`src/rtl/pls_acq_seq_if.sv`:
```
// Counter and FIFO side of the acquisition sequencer.
// The master is the sequencer; the slave is the counter/FIFO pair.
interface pls_acq_seq_if;
    // counter control and count stream
    logic        cnt_reset;
    logic        cnt_write;
    logic [31:0] cnt_tao;
    logic        cnt_trig;
    logic        cnt_rdy;
    logic [63:0] cnt_stream;
    // downstream FIFO write port
    logic [63:0] fifo_data;
    logic        fifo_wr;
    logic        fifo_full;

    modport master (
        output cnt_reset,
        output cnt_write,
        output cnt_tao,
        output cnt_trig,
        input  cnt_rdy,
        input  cnt_stream,
        output fifo_data,
        output fifo_wr,
        input  fifo_full
    );

    modport slave (
        input  cnt_reset,
        input  cnt_write,
        input  cnt_tao,
        input  cnt_trig,
        output cnt_rdy,
        output cnt_stream,
        input  fifo_data,
        input  fifo_wr,
        output fifo_full
    );
endinterface

```
`src/rtl/pls_acq_seq.sv`:
```
// Acquisition sequencer for the photon pulse counter: runs the counter
// through reset, configuration write and trigger, then captures each
// emitted 64-bit count word into the downstream FIFO. All outputs are
// registered.
module pls_acq_seq #(
    parameter int unsigned NF_W   = 16,
    parameter int unsigned TRIG_W = 8
) (
    input  logic              CLK,
    input  logic              RESET,
    input  logic              cfg_start,
    input  logic              cfg_abort,
    input  logic [31:0]       cfg_tao,
    input  logic [NF_W-1:0]   cfg_nframes,
    input  logic [TRIG_W-1:0] cfg_trig_len,
    pls_acq_seq_if.master     bus,
    output logic              busy,
    output logic              done,
    output logic              aborted,
    output logic              overflow,
    output logic [NF_W-1:0]   frames_done
);

    typedef enum logic [2:0] {
        IDLE,
        CLR,
        LOAD,
        ARM,
        RUN,
        FIN
    } state_t;

    localparam logic [31:0] TAO_IDLE = 32'h0000_FFFF;

    state_t             state;
    logic [TRIG_W-1:0]  cyc_r;
    logic [31:0]        tao_r;
    logic [NF_W-1:0]    nf_r;
    logic [TRIG_W-1:0]  tl_r;

    logic               cnt_reset_r;
    logic               cnt_write_r;
    logic [31:0]        cnt_tao_r;
    logic               cnt_trig_r;
    logic [63:0]        fifo_data_r;
    logic               fifo_wr_r;

    logic [31:0]        tao_clamp;
    logic [TRIG_W-1:0]  tl_clamp;
    logic [NF_W-1:0]    frames_inc;
    logic               capture;
    logic               last_frame;

    assign bus.cnt_reset = cnt_reset_r;
    assign bus.cnt_write = cnt_write_r;
    assign bus.cnt_tao   = cnt_tao_r;
    assign bus.cnt_trig  = cnt_trig_r;
    assign bus.fifo_data = fifo_data_r;
    assign bus.fifo_wr   = fifo_wr_r;

    // Start-time clamps, frame accounting and completion detection
    always_comb begin
        tao_clamp  = (cfg_tao == '0) ? 32'd1 : cfg_tao;
        tl_clamp   = (cfg_trig_len == '0) ? TRIG_W'(1) : cfg_trig_len;
        frames_inc = frames_done + NF_W'(1);
        capture    = ((state == ARM) || (state == RUN)) && bus.cnt_rdy;
        last_frame = (nf_r != '0) && (frames_inc == nf_r);
    end

    // Sequencer state machine with registered outputs
    always_ff @(posedge CLK) begin
        if (RESET) begin
            state       <= IDLE;
            cyc_r       <= '0;
            tao_r       <= '0;
            nf_r        <= '0;
            tl_r        <= '0;
            cnt_reset_r <= 1'b1;
            cnt_write_r <= 1'b0;
            cnt_tao_r   <= TAO_IDLE;
            cnt_trig_r  <= 1'b0;
            fifo_data_r <= '0;
            fifo_wr_r   <= 1'b0;
            busy        <= 1'b0;
            done        <= 1'b0;
            aborted     <= 1'b0;
            overflow    <= 1'b0;
            frames_done <= '0;
        end else begin
            fifo_wr_r <= 1'b0;
            done      <= 1'b0;

            if ((state != IDLE) && cfg_abort) begin
                // abort beats any frame captured this cycle: no count, no write
                state       <= IDLE;
                busy        <= 1'b0;
                aborted     <= 1'b1;
                cnt_reset_r <= 1'b0;
                cnt_write_r <= 1'b0;
                cnt_trig_r  <= 1'b0;
                cnt_tao_r   <= TAO_IDLE;
            end else begin
                case (state)
                    IDLE: begin
                        cnt_reset_r <= 1'b0;
                        if (cfg_start) begin
                            state       <= CLR;
                            busy        <= 1'b1;
                            cnt_reset_r <= 1'b1;
                            tao_r       <= tao_clamp;
                            nf_r        <= cfg_nframes;
                            tl_r        <= tl_clamp;
                            cnt_tao_r   <= tao_clamp;
                            cyc_r       <= '0;
                            frames_done <= '0;
                            aborted     <= 1'b0;
                            overflow    <= 1'b0;
                        end
                    end
                    CLR: begin
                        if (cyc_r == TRIG_W'(1)) begin
                            state       <= LOAD;
                            cnt_reset_r <= 1'b0;
                            cnt_write_r <= 1'b1;
                        end else begin
                            cyc_r <= cyc_r + TRIG_W'(1);
                        end
                    end
                    LOAD: begin
                        state       <= ARM;
                        cnt_write_r <= 1'b0;
                        cnt_trig_r  <= 1'b1;
                        cyc_r       <= TRIG_W'(1);
                    end
                    ARM: begin
                        if (cyc_r == tl_r) begin
                            state      <= RUN;
                            cnt_trig_r <= 1'b0;
                        end else begin
                            cyc_r <= cyc_r + TRIG_W'(1);
                        end
                    end
                    RUN: begin
                        state <= RUN;
                    end
                    FIN: begin
                        state     <= IDLE;
                        busy      <= 1'b0;
                        cnt_tao_r <= TAO_IDLE;
                    end
                    default: begin
                        state <= IDLE;
                        busy  <= 1'b0;
                    end
                endcase

                // frame capture sits after the case so completion overrides ARM/RUN sequencing
                if (capture) begin
                    frames_done <= frames_inc;
                    if (!bus.fifo_full) begin
                        fifo_wr_r   <= 1'b1;
                        fifo_data_r <= bus.cnt_stream;
                    end else begin
                        overflow <= 1'b1;
                    end
                    if (last_frame) begin
                        state      <= FIN;
                        done       <= 1'b1;
                        cnt_trig_r <= 1'b0;
                    end
                end
            end
        end
    end

endmodule

```
`src/flat_wrapper.sv`:
```
// flat-port wrapper written by rule: the top's interface ports become plain ports
module pls_acq_seq_flat 
#(
    parameter int unsigned NF_W   = 16,
    parameter int unsigned TRIG_W = 8
)
  (CLK, RESET, cfg_start, cfg_abort, cfg_tao, cfg_nframes, cfg_trig_len, busy, done, aborted, overflow, frames_done, bus_cnt_reset, bus_cnt_write, bus_cnt_tao, bus_cnt_trig, bus_cnt_rdy, bus_cnt_stream, bus_fifo_data, bus_fifo_wr, bus_fifo_full);
  pls_acq_seq_if bus_i ();
  input  logic CLK;
  input  logic RESET;
  input  logic cfg_start;
  input  logic cfg_abort;
  input  logic [31:0] cfg_tao;
  input  logic [NF_W-1:0] cfg_nframes;
  input  logic [TRIG_W-1:0] cfg_trig_len;
  output logic busy;
  output logic done;
  output logic aborted;
  output logic overflow;
  output logic [NF_W-1:0] frames_done;
  output wire logic [$bits(bus_i.cnt_reset)-1:0] bus_cnt_reset;
  output wire logic [$bits(bus_i.cnt_write)-1:0] bus_cnt_write;
  output wire logic [$bits(bus_i.cnt_tao)-1:0] bus_cnt_tao;
  output wire logic [$bits(bus_i.cnt_trig)-1:0] bus_cnt_trig;
  input wire logic [$bits(bus_i.cnt_rdy)-1:0] bus_cnt_rdy;
  input wire logic [$bits(bus_i.cnt_stream)-1:0] bus_cnt_stream;
  output wire logic [$bits(bus_i.fifo_data)-1:0] bus_fifo_data;
  output wire logic [$bits(bus_i.fifo_wr)-1:0] bus_fifo_wr;
  input wire logic [$bits(bus_i.fifo_full)-1:0] bus_fifo_full;
  assign bus_cnt_reset = bus_i.cnt_reset;
  assign bus_cnt_write = bus_i.cnt_write;
  assign bus_cnt_tao = bus_i.cnt_tao;
  assign bus_cnt_trig = bus_i.cnt_trig;
  assign bus_i.cnt_rdy = bus_cnt_rdy;
  assign bus_i.cnt_stream = bus_cnt_stream;
  assign bus_fifo_data = bus_i.fifo_data;
  assign bus_fifo_wr = bus_i.fifo_wr;
  assign bus_i.fifo_full = bus_fifo_full;
  pls_acq_seq #(.NF_W(NF_W), .TRIG_W(TRIG_W)) u_core (.CLK(CLK), .RESET(RESET), .cfg_start(cfg_start), .cfg_abort(cfg_abort), .cfg_tao(cfg_tao), .cfg_nframes(cfg_nframes), .cfg_trig_len(cfg_trig_len), .bus(bus_i), .busy(busy), .done(done), .aborted(aborted), .overflow(overflow), .frames_done(frames_done));
endmodule
```
`config.mk`:
```
export PLATFORM = sky130hd
export DESIGN_NAME = pls_acq_seq_flat
export DESIGN_NICKNAME = d
export VERILOG_FILES = /design/src/rtl/pls_acq_seq_if.sv /design/src/rtl/pls_acq_seq.sv /design/src/flat_wrapper.sv
export SDC_FILE = /design/constraint.sdc
export NUM_CORES = 1
export LEC_CHECK = 0
export ABC_CLOCK_PERIOD_IN_PS = 2050
export BUFFER_PORTS_ARGS = -buffer_cell sky130_fd_sc_hd__buf_2
export CAP_MARGIN = 10
export CORE_ASPECT_RATIO = 1.1
export CORE_MARGIN = 2
export CORE_UTILIZATION = 44
export DETAILED_ROUTE_END_ITERATION = 6
export PLACE_DENSITY_LB_ADDON = 0.1
export SLEW_MARGIN = 0
export SYNTH_ARGS = -nofsm -noshare
export SYNTH_HDL_FRONTEND = slang
export SYNTH_SLANG_ARGS = --single-unit
```
`constraint.sdc`:
```
create_clock -name CLK -period 2.05 [get_ports CLK]
set_input_delay 0.3075 -clock CLK [delete_from_list [all_inputs] [get_ports CLK]]
set_output_delay 0.3075 -clock CLK [all_outputs]
set_load 0.03 [all_outputs]
```
==> run summary <==
Post-synth ARST share - 0
CTS Buf Count - 17
switching pwr - 1850 uW
Starting DRT DRC Count - 452
drt pass-1 iters - 5
clk root buf - clkbuf_16
most frequent cells in the layout - buf_2 (244), nand2_1 (194), dfxtp_1 (146)
grt ovf - 0
Post-synth EDFFs - 0
row count - 46
RR Startpoint - u_core.frames_done[0]$_SDFFE_PP0P_
CTS clk-pin slew, worst paths - 0.06 ns
hold_ws - 0.119 ns
Reg area - 3120 sq um
input/output buffers - 245
relative slew slack - 0.536
initial core utilization - 0.452
Hold Crit Start - bus_cnt_stream[47]
vias in the first global route - 6,308
endpoints failing hold - 0
CP max FO - 4
RSZ-0062 raised after global routing - yes
period utilization - 0.995
Syn Inst Count - 811
fraction of layout cells with a size suffix above 1 - 0.332
Worst Setup End Kind - register
Internal - 5310 uW
area share of the largest cell type after synthesis - 0.473
largest net degree at the start of global routing - 66
routed len/inst - 15.9 um
worst hold path depth - 3
total wire length - 20.3 mm
setup_tns - 0 ns
fin nets - 1,199
Hold EP - u_core.bus.fifo_data[47]$_SDFFE_PP0P_
commonest non-fill, non-tap cell in the layout - buf_2
minimum clock period - 2.04 ns
Static Leak - 0.00383 uW
Fill cells - 1,378
Multi-input gate area - 3300 sq um
Die ar. - 15,900 sq um
Syn Area/Cell - 8.08 sq um
worst r2r dst - u_core.state[2]$_SDFF_PP0_
crit path DAT - 2.40 ns
Setup crit start kind - register
Seq/Total Area, Yosys - 0.473
initial antenna violation count - 1
routability cong. - 0.954
Clk pwr share - 0.431
# setup viols final - 0
Die Ht - 132 um
CTS H-tree lvls - 4
Max Cap Viol - 0
Comb pwr share - 0.122
via count - 6,706
post-DP HPWL - 14.6 mm
IO Count - 246
DRC errors left - 0
worst vdd ir - 524 uV
Hold Path Class - primary input to register
hold-fix buffer count after cts - 0
Die X-Extent - 120 um
clk_lat worst skew - 0.42 ns
Total GRT Usage - 0.248
critical path class - register to register
synthesis warning total - 0
pwr dens - 799 nW/um^2
clock tree buffer depth - 2
Fmax achieved - 0.490 GHz
Least-Margin Pin Slew - 0.696 ns
switching power share of the total - 0.258
top cells by area, synth - dfxtp_1 (47%), nand2_1 (11%), a21oi_1 (9.2%), xnor2_1 (2.7%), nor2_1 (2.6%)
required time worst endpoint - 2.41 ns
CTS tree - yes
cell accounting for the most synthesized area - dfxtp_1
CTS Sinks - 155
r2r setup slk - 0.01 ns
core area - 14,500 sq um
Synth Net Count - 940
Netlist cell types - 56
sequential power share - 0.447
max-slew violations - 0
ANT nets after route - 0
worst reg2reg path depth - 7
Worst Clk Skew - 0.00597 ns
Seq cells post-synth - 155
status - finished clean
Via-to-Cell Ratio - 5.26
Synth Cell Area - 6550 sq um
Layout area overhead - 36.7%
Primary FF master, synth - dfxtp_1
global-route wire length before repair - 31.5 mm
## final cells by class
type,count,area share
Antenna cell,2,0.000559
Clock buffer,21,0.0514
Clock inverter,10,0.0131
Inverter,3,0.00126
Multi-Input combinational cell,595,0.369
Sequential cell,155,0.348
Tap cell,192,0.0268
Timing Repair Buffer,298,0.190
## power by group through the flow
| stage | clock (uW) | combinational, uW | sequential [uW] |
|---|---|---|---|
| 6_report | 3090 | 874 | 3200 |
| 5_1_grt | 3260 | 960 | 3210 |
| 4_1_cts | 3150 | 863 | 3200 |
| 3_5_place_dp | 0 | 862 | 3260 |
| 3_3_place_gp | 0 | 859 | 3260 |
| 2_1_floorplan | 0 | 392 | 3370 |
## critical path, stage by stage, from the launching register on
cell,delay [ns]
dfxtp_4,0.36
ha_4,0.24
xor2_1,0.14
a2111oi_1,0.27
nand4_1,0.24
nor4_1,0.30
and4bb_2,0.31
o31a_1,0.13
## timing repair
| action | 4_1_cts | 5_1_grt |
|---|---|---|
| buffers inserted | 0 | 2 |
| setup endpoints to repair | 2 | 30 |
| gates resized for setup | 2 | 17 |
| pin swaps | 0 | 5 |
## metrics by stage
stage	setup slack, ns	cells	power (uW)	instance area, sq um	util
detailed placement	0.0123	1241	4120	8280	0.571
CTS	0.0000873	1272	7210	8870	0.611
finish	0.0104	1276	7160	8960	0.618
global placement	0.0478	1241	4120	8280	0.571
floorplan	0.0147	811	3760	6610	-
global route	-0.0609	1274	7430	8950	0.617
## registers in the layout, indices dropped and copies added (netlist names)
register / flops
u_core.aborted: 1
u_core.bus.cnt_reset: 1
u_core.bus.cnt_tao: 32
u_core.bus.cnt_trig: 1
u_core.bus.cnt_write: 1
u_core.bus.fifo_data: 64
u_core.bus.fifo_wr: 1
u_core.busy: 1
u_core.cyc_r: 8
u_core.done: 1
u_core.frames_done: 16
u_core.nf_r: 16
u_core.overflow: 1
u_core.state: 3
u_core.tl_r: 8
## logic make-up (layout without fill, tap and decap cells)
logic type / Yosys count / after routing / synth area share
simple gates: 362 / 362 / 0.258
compound gates: 199 / 199 / 0.182
flops: 155 / 155 / 0.473
buf+inv: 61 / 332 / 0.0399
xor+xnor: 31 / 31 / 0.0414
fa+ha+maj: 3 / 3 / 0.00573
other cells: 0 / 2 / 0
## worst max path at each step
stage / from / endpoint / slack (ns)
floorplan: u_core.frames_done[1]$_SDFFE_PP0P_ / u_core.bus.cnt_trig$_SDFF_PP0_ / 0.01
global placement: u_core.frames_done[2]$_SDFFE_PP0P_ / u_core.state[2]$_SDFF_PP0_ / 0.05
detailed placement: u_core.frames_done[0]$_SDFFE_PP0P_ / u_core.state[2]$_SDFF_PP0_ / 0.01
CTS: u_core.state[2]$_SDFF_PP0_ / u_core.frames_done[5]$_SDFFE_PP0P_ / 0.00009
global route: u_core.state[2]$_SDFF_PP0_ / u_core.state[2]$_SDFF_PP0_ / -0.06
finish: u_core.frames_done[0]$_SDFFE_PP0P_ / u_core.state[2]$_SDFF_PP0_ / 0.01
## synthesized netlist by cell type (all sizes together), types with 2 or more instances
cell type  count
nand2        195
dfxtp        155
a21oi        121
nor2          46
clkbuf        45
nor4          24
o21ai         21
xnor2         20
a22oi         17
nand3         16
a221o         15
nand4         14
buf           13
xor2          11
or3           10
nor2b          9
nand2b         8
and3           7
nand3b         6
nor3           5
or4            5
a211oi         4
and2           4
and4           3
ha             3
inv            3
nor3b          3
nor4b          3
o211ai         3
o22ai          3
o31ai          2
## routing by layer
metal  GRT usage  vias to the layer above  share of wire
met4      0.0988                        0          0.024
met3      0.0679                       36          0.065
li1            -                     3359              -
met1       0.302                     3056           0.42
met2       0.413                      255           0.49
met5           0                        -              0
Note: power is estimated with default switching activity, not from simulation.
